File: src/rtl/fifo_read_scheduler_if.sv
// Handshake bundle between the read scheduler, the FIFO read side and the consumers.
// master: scheduler side; slave: FIFO/consumer environment side.
interface fifo_read_scheduler_if #(
  parameter int unsigned DATA_WIDTH = 8,
  parameter int unsigned NUM_REQ    = 4
);
  logic [DATA_WIDTH-1:0] fifo_read_data;
  logic                  fifo_empty;
  logic                  fifo_read_en;
  logic [NUM_REQ-1:0]    req;
  logic [NUM_REQ-1:0]    grant;
  logic [DATA_WIDTH-1:0] out_data;
  logic [NUM_REQ-1:0]    out_valid;
  logic                  busy;

  modport master (
    input  fifo_read_data, fifo_empty, req,
    output fifo_read_en, grant, out_data, out_valid, busy
  );

  modport slave (
    output fifo_read_data, fifo_empty, req,
    input  fifo_read_en, grant, out_data, out_valid, busy
  );
endinterface

File: src/rtl/fifo_read_scheduler.sv
// Round-robin burst scheduler sharing one FIFO read port among NUM_REQ consumers.
// Optional FIFO_SCHED_PRIORITY_EN: requester 0 gets fixed priority, 1..NUM_REQ-1 rotate.
module fifo_read_scheduler #(
  parameter int unsigned DATA_WIDTH = 8,
  parameter int unsigned NUM_REQ    = 4,
  parameter int unsigned BURST_LEN  = 4
) (
  input  logic                  read_clk,
  input  logic                  areset,
  fifo_read_scheduler_if.master bus
);
  localparam int unsigned IDX_W = (NUM_REQ > 1) ? $clog2(NUM_REQ) : 1;
  localparam int unsigned CNT_W = $clog2(BURST_LEN + 1);

  typedef enum logic {ST_IDLE, ST_GRANT} state_e;

  state_e                state_q, state_d;
  logic [NUM_REQ-1:0]    grant_q, grant_d;
  logic [NUM_REQ-1:0]    out_valid_q, out_valid_d;
  logic [DATA_WIDTH-1:0] out_data_q, out_data_d;
  logic [IDX_W-1:0]      gidx_q, gidx_d;
  logic [IDX_W-1:0]      ptr_q, ptr_d;
  logic [CNT_W-1:0]      cnt_q, cnt_d;
  logic                  busy_q, busy_d;

  logic                  sel_found;
  logic [IDX_W-1:0]      sel_idx;
  logic [IDX_W-1:0]      ptr_nxt;
  logic                  pop;
  logic                  last_pop;

  // Pick the first requester at or after the rotation pointer.
  always_comb begin
    int unsigned idx;
`ifdef FIFO_SCHED_PRIORITY_EN
    int unsigned base;
`endif
    sel_found = 1'b0;
    sel_idx   = '0;
    idx       = 0;
`ifdef FIFO_SCHED_PRIORITY_EN
    base = (ptr_q == '0) ? 0 : 32'(ptr_q) - 1;
    if (bus.req[0]) begin
      sel_found = 1'b1;
    end else begin
      for (int unsigned i = 0; i < NUM_REQ - 1; i++) begin
        idx = 1 + ((base + i) % (NUM_REQ - 1));
        if (!sel_found && bus.req[IDX_W'(idx)]) begin
          sel_found = 1'b1;
          sel_idx   = IDX_W'(idx);
        end
      end
    end
`else
    for (int unsigned i = 0; i < NUM_REQ; i++) begin
      idx = (32'(ptr_q) + i) % NUM_REQ;
      if (!sel_found && bus.req[IDX_W'(idx)]) begin
        sel_found = 1'b1;
        sel_idx   = IDX_W'(idx);
      end
    end
`endif
  end

  // Pointer after a burst; in priority mode requester 0 never disturbs the rotation.
  always_comb begin
`ifdef FIFO_SCHED_PRIORITY_EN
    if (gidx_q == '0) begin
      ptr_nxt = ptr_q;
    end else if (gidx_q == IDX_W'(NUM_REQ - 1)) begin
      ptr_nxt = IDX_W'(1);
    end else begin
      ptr_nxt = gidx_q + IDX_W'(1);
    end
`else
    if (gidx_q == IDX_W'(NUM_REQ - 1)) begin
      ptr_nxt = '0;
    end else begin
      ptr_nxt = gidx_q + IDX_W'(1);
    end
`endif
  end

  assign pop      = (state_q == ST_GRANT) && bus.req[gidx_q] && !bus.fifo_empty &&
                    (cnt_q < CNT_W'(BURST_LEN));
  assign last_pop = pop && (cnt_q == CNT_W'(BURST_LEN - 1));

  always_comb begin
    state_d     = state_q;
    grant_d     = grant_q;
    gidx_d      = gidx_q;
    ptr_d       = ptr_q;
    cnt_d       = cnt_q;
    busy_d      = busy_q;
    out_data_d  = out_data_q;
    out_valid_d = '0;

    if (pop) begin
      out_data_d  = bus.fifo_read_data;
      out_valid_d = grant_q;
      cnt_d       = cnt_q + CNT_W'(1);
    end

    case (state_q)
      ST_IDLE: begin
        if (sel_found && !bus.fifo_empty) begin
          state_d = ST_GRANT;
          grant_d = NUM_REQ'(1) << sel_idx;
          gidx_d  = sel_idx;
          cnt_d   = '0;
          busy_d  = 1'b1;
        end
      end
      ST_GRANT: begin
        // A final pop and a req drop on the same edge still deliver the word.
        if (last_pop || !bus.req[gidx_q] || bus.fifo_empty) begin
          state_d = ST_IDLE;
          grant_d = '0;
          busy_d  = 1'b0;
          ptr_d   = ptr_nxt;
        end
      end
    endcase
  end

  always_ff @(posedge read_clk or posedge areset) begin
    if (areset) begin
      state_q     <= ST_IDLE;
      grant_q     <= '0;
      gidx_q      <= '0;
      ptr_q       <= '0;
      cnt_q       <= '0;
      busy_q      <= 1'b0;
      out_data_q  <= '0;
      out_valid_q <= '0;
    end else begin
      state_q     <= state_d;
      grant_q     <= grant_d;
      gidx_q      <= gidx_d;
      ptr_q       <= ptr_d;
      cnt_q       <= cnt_d;
      busy_q      <= busy_d;
      out_data_q  <= out_data_d;
      out_valid_q <= out_valid_d;
    end
  end

  assign bus.fifo_read_en = pop;
  assign bus.grant        = grant_q;
  assign bus.out_data     = out_data_q;
  assign bus.out_valid    = out_valid_q;
  assign bus.busy         = busy_q;
endmodule

File: src/flat_wrapper.sv
// flat-port wrapper written by rule: the top's interface ports become plain ports
module fifo_read_scheduler_flat 
#(
  parameter int unsigned DATA_WIDTH = 8,
  parameter int unsigned NUM_REQ    = 4,
  parameter int unsigned BURST_LEN  = 4
)
  (read_clk, areset, bus_fifo_read_data, bus_fifo_empty, bus_req, bus_fifo_read_en, bus_grant, bus_out_data, bus_out_valid, bus_busy);
  fifo_read_scheduler_if #(.DATA_WIDTH(DATA_WIDTH), .NUM_REQ(NUM_REQ)) bus_i ();
  input  logic read_clk;
  input  logic areset;
  input wire logic [$bits(bus_i.fifo_read_data)-1:0] bus_fifo_read_data;
  input wire logic [$bits(bus_i.fifo_empty)-1:0] bus_fifo_empty;
  input wire logic [$bits(bus_i.req)-1:0] bus_req;
  output wire logic [$bits(bus_i.fifo_read_en)-1:0] bus_fifo_read_en;
  output wire logic [$bits(bus_i.grant)-1:0] bus_grant;
  output wire logic [$bits(bus_i.out_data)-1:0] bus_out_data;
  output wire logic [$bits(bus_i.out_valid)-1:0] bus_out_valid;
  output wire logic [$bits(bus_i.busy)-1:0] bus_busy;
  assign bus_i.fifo_read_data = bus_fifo_read_data;
  assign bus_i.fifo_empty = bus_fifo_empty;
  assign bus_i.req = bus_req;
  assign bus_fifo_read_en = bus_i.fifo_read_en;
  assign bus_grant = bus_i.grant;
  assign bus_out_data = bus_i.out_data;
  assign bus_out_valid = bus_i.out_valid;
  assign bus_busy = bus_i.busy;
  fifo_read_scheduler #(.DATA_WIDTH(DATA_WIDTH), .NUM_REQ(NUM_REQ), .BURST_LEN(BURST_LEN)) u_core (.read_clk(read_clk), .areset(areset), .bus(bus_i));
endmodule
File: config.mk
export PLATFORM = sky130hd
export DESIGN_NAME = fifo_read_scheduler_flat
export DESIGN_NICKNAME = d
export VERILOG_FILES = /design/src/rtl/fifo_read_scheduler_if.sv /design/src/rtl/fifo_read_scheduler.sv /design/src/flat_wrapper.sv
export SDC_FILE = /design/constraint.sdc
export NUM_CORES = 1
export LEC_CHECK = 0
export ABC_AREA = 1
export CORE_ASPECT_RATIO = 1.4
export CORE_MARGIN = 2
export CORE_UTILIZATION = 48
export CTS_CLUSTER_DIAMETER = 120
export DETAILED_ROUTE_END_ITERATION = 10
export GPL_TIMING_DRIVEN = 0
export PLACE_DENSITY = 0.82
export SLEW_MARGIN = 15
export SYNTH_ARGS = -nofsm -noshare
export SYNTH_HDL_FRONTEND = slang
export SYNTH_SLANG_ARGS = --single-unit
File: constraint.sdc
create_clock -name read_clk -period 1.7 [get_ports read_clk]
set_input_delay 0.425 -clock read_clk [delete_from_list [all_inputs] [get_ports read_clk]]
set_output_delay 0.425 -clock read_clk [all_outputs]
set_load 0.005 [all_outputs]
Yosys cells after proc, flatten, opt, wreduce, memory -nomap -nowiden
Index checks and enable logic that the tools add are counted.
{"block": "word_totals", "register_bits": 25, "input_bits": 15}
{"block": "classes", "n_addsub": 5, "order_cmp": 6, "n_eq_ne": 4, "shifts": 1, "n_mux": 32, "n_bitwise": 1, "reduce_logical": 18}
{"op": "2-bit by 3-bit less-than comparator with 1-bit output, second input constant", "n": 5}
{"op": "1-bit two-way mux", "n": 13}
{"op": "4-bit two-way mux", "n": 3}
{"op": "1-bit binary-select mux with 2-bit select", "n": 5}
{"op": "2-bit two-way mux", "n": 5}
{"op": "3-bit two-way mux", "n": 3}
{"op": "1-bit logical AND", "n": 8}
{"op": "4-bit case mux with 2 select lines", "n": 1}
{"op": "2-bit AND reduction", "n": 3}
{"op": "1-bit zero test", "n": 5}
{"op": "2-bit by 1-bit adder with 2-bit output, second input constant", "n": 2}
{"op": "2-bit adder, second input constant", "n": 2}
{"op": "1-bit case mux with 2 select lines", "n": 2}
{"op": "1-bit by 2-bit left shift with 4-bit output, first input constant", "n": 1}
{"op": "3-bit by 1-bit adder with 3-bit output, second input constant", "n": 1}
{"op": "3-bit by 2-bit == test with 1-bit output, second input constant", "n": 1}
{"op": "3-bit less-than comparator, second input constant", "n": 1}
{"op": "2-bit == test, second input constant", "n": 1}
{"op": "1-bit logical OR", "n": 2}
{"op": "2-bit by 1-bit inequality test with 1-bit output, second input constant", "n": 1}
{"op": "2-bit inequality test, second input constant", "n": 1}
{"op": "1-bit NOT", "n": 1}

Longest topological paths before layout
Gate-level depths: netlist of run 1.
{"block": "depth", "word_depth": 15, "depth_mapped": 14}

Worst setup path after synthesis of run 1
OpenSTA, ideal clock, no wires.
{"block": "synth_timing", "kind": "register to output", "startpoint": "register u_core.gidx_q[0]", "endpoint": "output port bus_fifo_read_en", "arrival_ps": 1046, "setup_slack_ps": 229, "stages_incl_launch_ff": 7, "path_buffers": 0, "cell_sequence": "dfrtp_1 nor2_1 nor2_1 nand2_1 a21oi_1 nand2_2 clkinv_1"}
{"block": "synth_between", "elab_chain_len": 5}
{"item": "start: declaration", "line_no": "fifo_read_scheduler.sv:21", "text": "logic [IDX_W-1:0] gidx_q, gidx_d;"}
{"item": "start signal: assignment", "line_no": "fifo_read_scheduler.sv:139", "text": "gidx_q <= gidx_d;"}
{"item": "1-bit binary-select mux with 2-bit select", "line_no": "fifo_read_scheduler.sv:84", "text": "assign pop = (state_q == ST_GRANT) && bus.req[gidx_q] && !bus.fifo_empty &&"}
{"item": "1-bit two-way mux (not written as such)", "line_no": "fifo_read_scheduler.sv:84"}
{"item": "1-bit logical AND (3 in series)", "line_no": "fifo_read_scheduler.sv:84"}
{"item": "end: declaration", "line_no": "flat_wrapper.sv:15", "text": "output wire logic [$bits(bus_i.fifo_read_en)-1:0] bus_fifo_read_en;"}
Every way passes these cells. The select of a mux whose other input is x is not followed.

Final worst setup path of run 1
Ends and elaborated chain as after synthesis.

==> impl_metrics.csv, run 1 <==
group,metric,value,unit
drt,num_vias,1276,
synthesis,syn_avg_cell_area,7.78,um^2
placed_design,place_area,0.00168,mm^2
setup_path,crit_path_max_incr_delay,0.43,ns
clock_tree,cts_buffers,3,
setup_path,cp-end-kind,"primary output",
synthesis,synth_adder_area_share,0.0285,
power,pwr-share-seq,0.289,
timing,rsz0062_at_grt,"true",
floorplan,die_area,0.00318,mm^2
setup_path,cp_slowest_cell,"dfrtp_2",
timing,min_period,1.78,ns
placed_design,hpwl,2.24,mm
setup_path,crit_start,"u_core.gidx_q[0]",
hold_path,hp-class,"reg -> reg",
timing,worst_pin_slew,0.933,ns
setup_path,path_common_cell,"nor2_1",
drt,drt_iter0_markers,34,
clock_tree,clkTransAtPathRegs,0.13,ns
floorplan,start_util,0.503,
synthesis,synth.largest_area_cell,"dfrtp_1",
hold_path,worstHoldStart,"u_core.bus.busy",
synthesis,synthTopCellsByCount,"67 x nand2_1, 25 x dfrtp_1, 19 x inv_1",
synthesis,synthDominantCellAreaShare,0.476,
drt,drtAntennaViolNets,0,
timing,slew-limit-headroom,0.377,
clock_tree,clock_path_buffers,2,
floorplan,boundaryPins,33,
drt,routed_wl,3.34,mm
setup_path,crit_chain,"nor2_1 -> nor2_1 -> nand2_1 -> a21oi_2 -> nand2_2 -> clkinv_4 -> buf_6",
setup_path,reg2reg_depth,10,
setup_path,crit_type,"reg -> out",
setup_path,cp_data_required_time,1.27,ns
clock_tree,htree_levels,1,
finish,n_fill_cell,196,
hold_path,hold_path_depth,2,
placed_design,gp_congestion,0.734,
synthesis,synth-simple-area-share,0.356,
synthesis,synthArstFlopShare,1.00,
timing,finalCritPeriodShare,1.05,
synthesis,synth-edff-count,0,
clock_tree,cts_root_buf,"clkbuf_4",
drt,drcViolationCount,0,
synthesis,yosysWarnings,0,
status,status,"finished, violations left",
power,powerDensity,1730,mW/mm^2
setup_path,rrSetupSlack,0,ns
finish,post-route-cell-area,0.00192,mm^2
placed_design,port_buffers,32,
timing,hold_viol_final,0,
setup_path,cp-start-kind,"register",
synthesis,syn_nets,187,
floorplan,die_h,65.9,um
finish,final_layout_size_suffix_gt1_frac,0.264,
grt,grt_usage,0.218,
power,pwr-share-comb,0.634,
synthesis,yosysSeqAreaShare,0.476,
floorplan,fp-row-count,22,
drt,via_per_inst,4.98,
power,switching_share,0.448,
setup_path,regToRegStartpoint,"u_core.ptr_q[0]",
timing,final_max_slew_viol_count,0,
power,peakVddDrop,0.987,mV
synthesis,synth_area,0.00132,mm^2
status,violations,"setup timing",
timing,fin_ws,-0.0847,ns
synthesis,synth_compound_area_frac,0.0466,
finish,antenna_cells,0,
synthesis,synth_top_family_by_area,"simple AND/OR/NAND/NOR gates",
grt,grt-ovfl-total,0,
clock_tree,insertion_delay,0.30,ns
power,p_leak,1.00,nW
grt,grt_max_degree,26,
timing,worst_clock_skew,0.00283,ns
finish,syn_to_final_growth,45.8,%
grt,antenna_found_initial,0,
finish,nets,239,
clock_tree,tritoncts,"built",
synthesis,syn_inst,169,
floorplan,coreArea,0.00262,mm^2
grt,grt_pass1_vias,1304,
drt,first_pass_iters,4,
power,switching_power,1.49,mW
drt,wl_per_cell,13.0,um
hold_path,min_to,"u_core.bus.busy",
power,clockPowerShare,0.077,
placed_design,dp_cells,237,
power,p_int,1.83,mW
setup_path,worstPathArrival,1.36,ns
synthesis,ys_ff_latch,25,
timing,max_freq,0.560,GHz
run,cap_violations,0,
grt,grt_pass1_wl,5.04,mm
synthesis,synthTopCellsByArea,"dfrtp_1 48%, nand2_1 19%, inv_1 5.4%",
synthesis,yosysMostFrequentCell,"nand2_1",
synthesis,synth_xor_area_frac,0.00666,
floorplan,die-width,48.2,um
power,p_total,3.31,mW
synthesis,synth-main-ff-cell,"dfrtp_1",
setup_path,path_max_fanout,6,
clock_tree,cts-hold-fix-buffers,0,
setup_path,r2r_end,"u_core.state_q",
clock_tree,cts.sinks,25,
timing,setup_violations,1,
synthesis,yosysUniqueCellTypes,24,
finish,fin_cells,256,
synthesis,muxShareOfSynthArea,0,
[layout make-up]
| class | instances | area (um^2) | area share |
|---|---|---|---|
| Buffer | 2 | 22.5 | 0.0117 |
| Clock buffer | 4 | 26.3 | 0.0137 |
| Inverter | 22 | 95.1 | 0.0496 |
| Multi-Input combinational cell | 119 | 668 | 0.349 |
| Sequential cell | 25 | 628 | 0.328 |
| Tap cell | 36 | 45.0 | 0.0235 |
| Timing Repair Buffer | 48 | 432 | 0.225 |
[flip-flops by register name, summed over array words and instances, names as in the netlist]
name and count:
u_core.bus.out_valid 4, u_core.state_q 1, u_core.bus.grant 4, u_core.gidx_q 2
u_core.bus.out_data 8, u_core.bus.busy 1, u_core.ptr_q 2, u_core.cnt_q 3
[worst max-delay path, delay by kind of cell, from the launching register on]
kind | cells | cell delay [ns]
AND/OR/NAND/NOR | 4 | 0.31
AO/OA/AOI/OAI | 1 | 0.18
flip-flops | 1 | 0.43
buffers and inverters | 2 | 0.14
[power groups by stage]
stage / clock network, mW / logic [mW] / registers (mW)
final: 0.256 / 2.10 / 0.956
after CTS: 0.265 / 1.66 / 0.942
after floorplan: 0 / 1.05 / 0.940
after detailed placement: 0 / 1.57 / 0.955
after global placement: 0 / 1.50 / 0.943
after global routing: 0.293 / 2.30 / 0.979
[repair_timing]
item,CTS,global route
gates cloned,0,2
resized for setup,13,25
endpoints found under the setup margin,9,19
pin swaps,3,17
setup buffers,5,9
[kinds of logic (layout without fill, tap and decap cells)]
family | Yosys count | count (layout)
fa+ha+maj | 3 | 3
flops | 25 | 25
xor+xnor | 1 | 1
compound gates | 11 | 11
buf+inv | 25 | 76
simple gates | 104 | 104
[placed cells by master (no fill, tap or decap), drive strengths merged]
cell type      count
a21oi              3
a31oi              1
buf               19
clkbuf             4
clkdlybuf4s50     27
clkinv             1
dfrtp             25
dlygate4sd2        4
ha                 3
inv               21
nand2             77
nand3             11
nand4              2
nor2              14
o211ai             1
o21ai              5
o31ai              1
xor2               1
[worst max path at each step]
| stage | to | slack, ns | cells after the start |
|---|---|---|---|
| after floorplan | bus_fifo_read_en | 0.23 | 6 |
| after global placement | bus_fifo_read_en | -0.92 | 8 |
| after detailed placement | bus_fifo_read_en | -0.99 | 8 |
| after CTS | bus_fifo_read_en | -0.1 | 6 |
| after global routing | bus_fifo_read_en | -0.18 | 7 |
| final | bus_fifo_read_en | -0.08 | 7 |
[through the flow]
step	setup WS, ns	hold slack, ns	util	TNS (ns)
after floorplan	0.229	0.452	-	0
after global placement	-0.919	0.456	0.643	-6.48
after detailed placement	-0.990	0.468	0.643	-8.74
after CTS	-0.0953	0.498	0.669	-0.0953
after global routing	-0.178	0.517	0.733	-0.278
final	-0.0847	0.494	0.733	-0.0847
[routing by layer]
| metal | GRT usage | share of wire | up-vias | routed length, um |
|---|---|---|---|---|
| met2 | 0.424 | 0.58 | 29 | 1920 |
| met5 | 0 | 0 | - | 0 |
| met3 | 0.0191 | 0.033 | 2 | 109 |
| met1 | 0.223 | 0.39 | 625 | 1290 |
| met4 | 0.0608 | 0.0063 | 0 | 21 |
| li1 | - | - | 620 | - |
Note: power is estimated with default switching activity, not from simulation.
==> run 2, diff against run 1 <==
Settings changed: SLEW_MARGIN 15 to 40.
==> run 2 against run 1 <==
Against the previous run:
- the flow still finishes with violations (setup timing)
- cell area did not move
- global-route usage did not move
- largest power group unchanged
- combinational power barely moved
- sequential share of layout area did not move
- utilization did not move
- total power fell by 0.12%
- count of clock-buffer cells in the layout did not move
- sequential power barely moved
==> impl_metrics.csv, run 2 (synthesized netlist as in run 1, its figures left out) <==
group,metric,value,unit
grt,grt_usage,0.218,
clock_tree,htree_levels,1,
clock_tree,clock_path_buffers,2,
placed_design,port_buffers,32,
drt,routed_wl,3.32,mm
floorplan,die_h,65.9,um
finish,final_common_cell,"nand2_1",
setup_path,crit_type,"reg -> out",
finish,post-route-cell-area,0.00192,mm^2
drt,drcViolationCount,0,
setup_path,regToRegStartpoint,"u_core.ptr_q[0]",
placed_design,pre_cts_ws,-0.990,ns
floorplan,die-width,48.2,um
drt,via_per_inst,4.98,
timing,finalCritPeriodShare,1.05,
finish,largest_register_ffs,8,
finish,fin_cells,256,
placed_design,gp_congestion,0.734,
drt,wl_per_cell,13.0,um
power,p_total,3.31,mW
power,powerDensity,1730,mW/mm^2
timing,worst_clock_skew,0.00212,ns
setup_path,cp_slowest_cell,"dfrtp_2",
timing,setup_violations,1,
clock_tree,cts_root_buf,"clkbuf_4",
status,status,"finished, violations left",
clock_tree,cts-hold-fix-buffers,0,
hold_path,hp-class,"in -> async",
clock_tree,cts_buffers,3,
floorplan,coreArea,0.00262,mm^2
grt,grt_max_degree,26,
setup_path,r2r_end,"u_core.state_q",
drt,num_vias,1275,
finish,nets,239,
drt,first_pass_iters,4,
grt,antenna_found_initial,0,
finish,layout_common_cells,"58 x nand2_1, 27 x clkdlybuf4s50_1, 23 x dfrtp_1",
timing,fin_setup_tns,-0.0806,ns
floorplan,start_util,0.503,
setup_path,rrSetupSlack,0.01,ns
power,p_leak,0.999,nW
finish,antenna_cells,0,
placed_design,dp_cells,237,
setup_path,path_common_cell,"nor2_1",
clock_tree,clkTransAtPathRegs,0.13,ns
timing,rsz0062_at_grt,"true",
drt,drtAntennaViolNets,0,
setup_path,cp_data_required_time,1.27,ns
floorplan,die_area,0.00318,mm^2
drt,drt_iter0_markers,33,
finish,final_layout_size_suffix_gt1_frac,0.268,
grt,grt_pass1_wl,5.04,mm
timing,slew-limit-headroom,0.656,
setup_path,cp-start-kind,"register",
setup_path,worstPathArrival,1.36,ns
setup_path,crit_path_max_incr_delay,0.42,ns
setup_path,crit_start,"u_core.gidx_q[0]",
power,peakVddDrop,0.985,mV
setup_path,cp-end-kind,"primary output",
timing,final_max_slew_viol_count,0,
timing,max_freq,0.562,GHz
setup_path,path_max_fanout,6,
timing,worst_pin_slew,0.516,ns
floorplan,boundaryPins,33,
finish,syn_to_final_growth,45.8,%
grt,grt-ovfl-total,0,
placed_design,place_area,0.00168,mm^2
placed_design,hpwl,2.24,mm
clock_tree,insertion_delay,0.30,ns
clock_tree,cts.sinks,25,
timing,min_period,1.78,ns
clock_tree,tritoncts,"built",
grt,grt_pass1_vias,1304,
timing,fin_ws,-0.0806,ns
timing,hold_viol_final,0,
status,violations,"setup timing",
setup_path,crit_chain,"nor2_1 -> nor2_1 -> nand2_1 -> a21oi_2 -> nand2_2 -> clkinv_4 -> buf_6",
floorplan,fp-row-count,22,
setup_path,reg2reg_depth,10,
run,cap_violations,0,
==> run 2: cell counts in the layout (fill, tap and decap cells not counted) <==
No cell type changed its count.
==> run 2: stage by stage <==
stage	utilization	hold slack (ns)
floorplan	-	0.452
global placement	0.643	0.456
detailed placement	0.643	0.468
CTS	0.669	0.462
global route	0.733	0.482
finish	0.733	0.455
==> run 2: repair_timing <==
action | 4_1_cts | 5_1_grt
endpoints found under the setup margin | 9 | 19
gates resized for setup | 13 | 25
gates cloned | 0 | 2
pin swaps | 3 | 17
buffers inserted | 5 | 9
==> run 2: cell type report <==
class                      count  area (um^2)
fill                         196          698
multi-input combinational    119          668
sequential                    25          628
timing repair buffer          48          432
inverter                      22         95.1
tap                           36         45.0
clock buffer                   4         26.3
buffer                         2         22.5
==> run 2: per-layer routing <==
layer | vias to the layer above | share of wire | track usage
li1 | 618 | - | -
met1 | 622 | 0.38 | 0.223
met2 | 33 | 0.58 | 0.424
met3 | 2 | 0.034 | 0.0191
met4 | 0 | 0.0063 | 0.0608
met5 | - | 0 | 0
==> run 2: report_power, final <==
group / total, mW / switching, mW / internal [mW]
sequential: 0.956 / 0.155 / 0.801
combinational: 2.10 / 1.16 / 0.936
clock: 0.255 / 0.164 / 0.0914
==> run 2: worst max path at each step <==
stage | to | slack [ns]
finish | bus_fifo_read_en | -0.08
global route | bus_fifo_read_en | -0.18
CTS | bus_fifo_read_en | -0.1
detailed placement | bus_fifo_read_en | -0.99
global placement | bus_fifo_read_en | -0.92
floorplan | bus_fifo_read_en | 0.23
==> run 2: critical path: cells and delay by family (launching register included) <==
family                 cells  cell delay, ns
AOI/OAI and AO/OA          1            0.18
buffers and inverters      2            0.14
DFF                        1            0.42
and+or+nand+nor            4            0.31
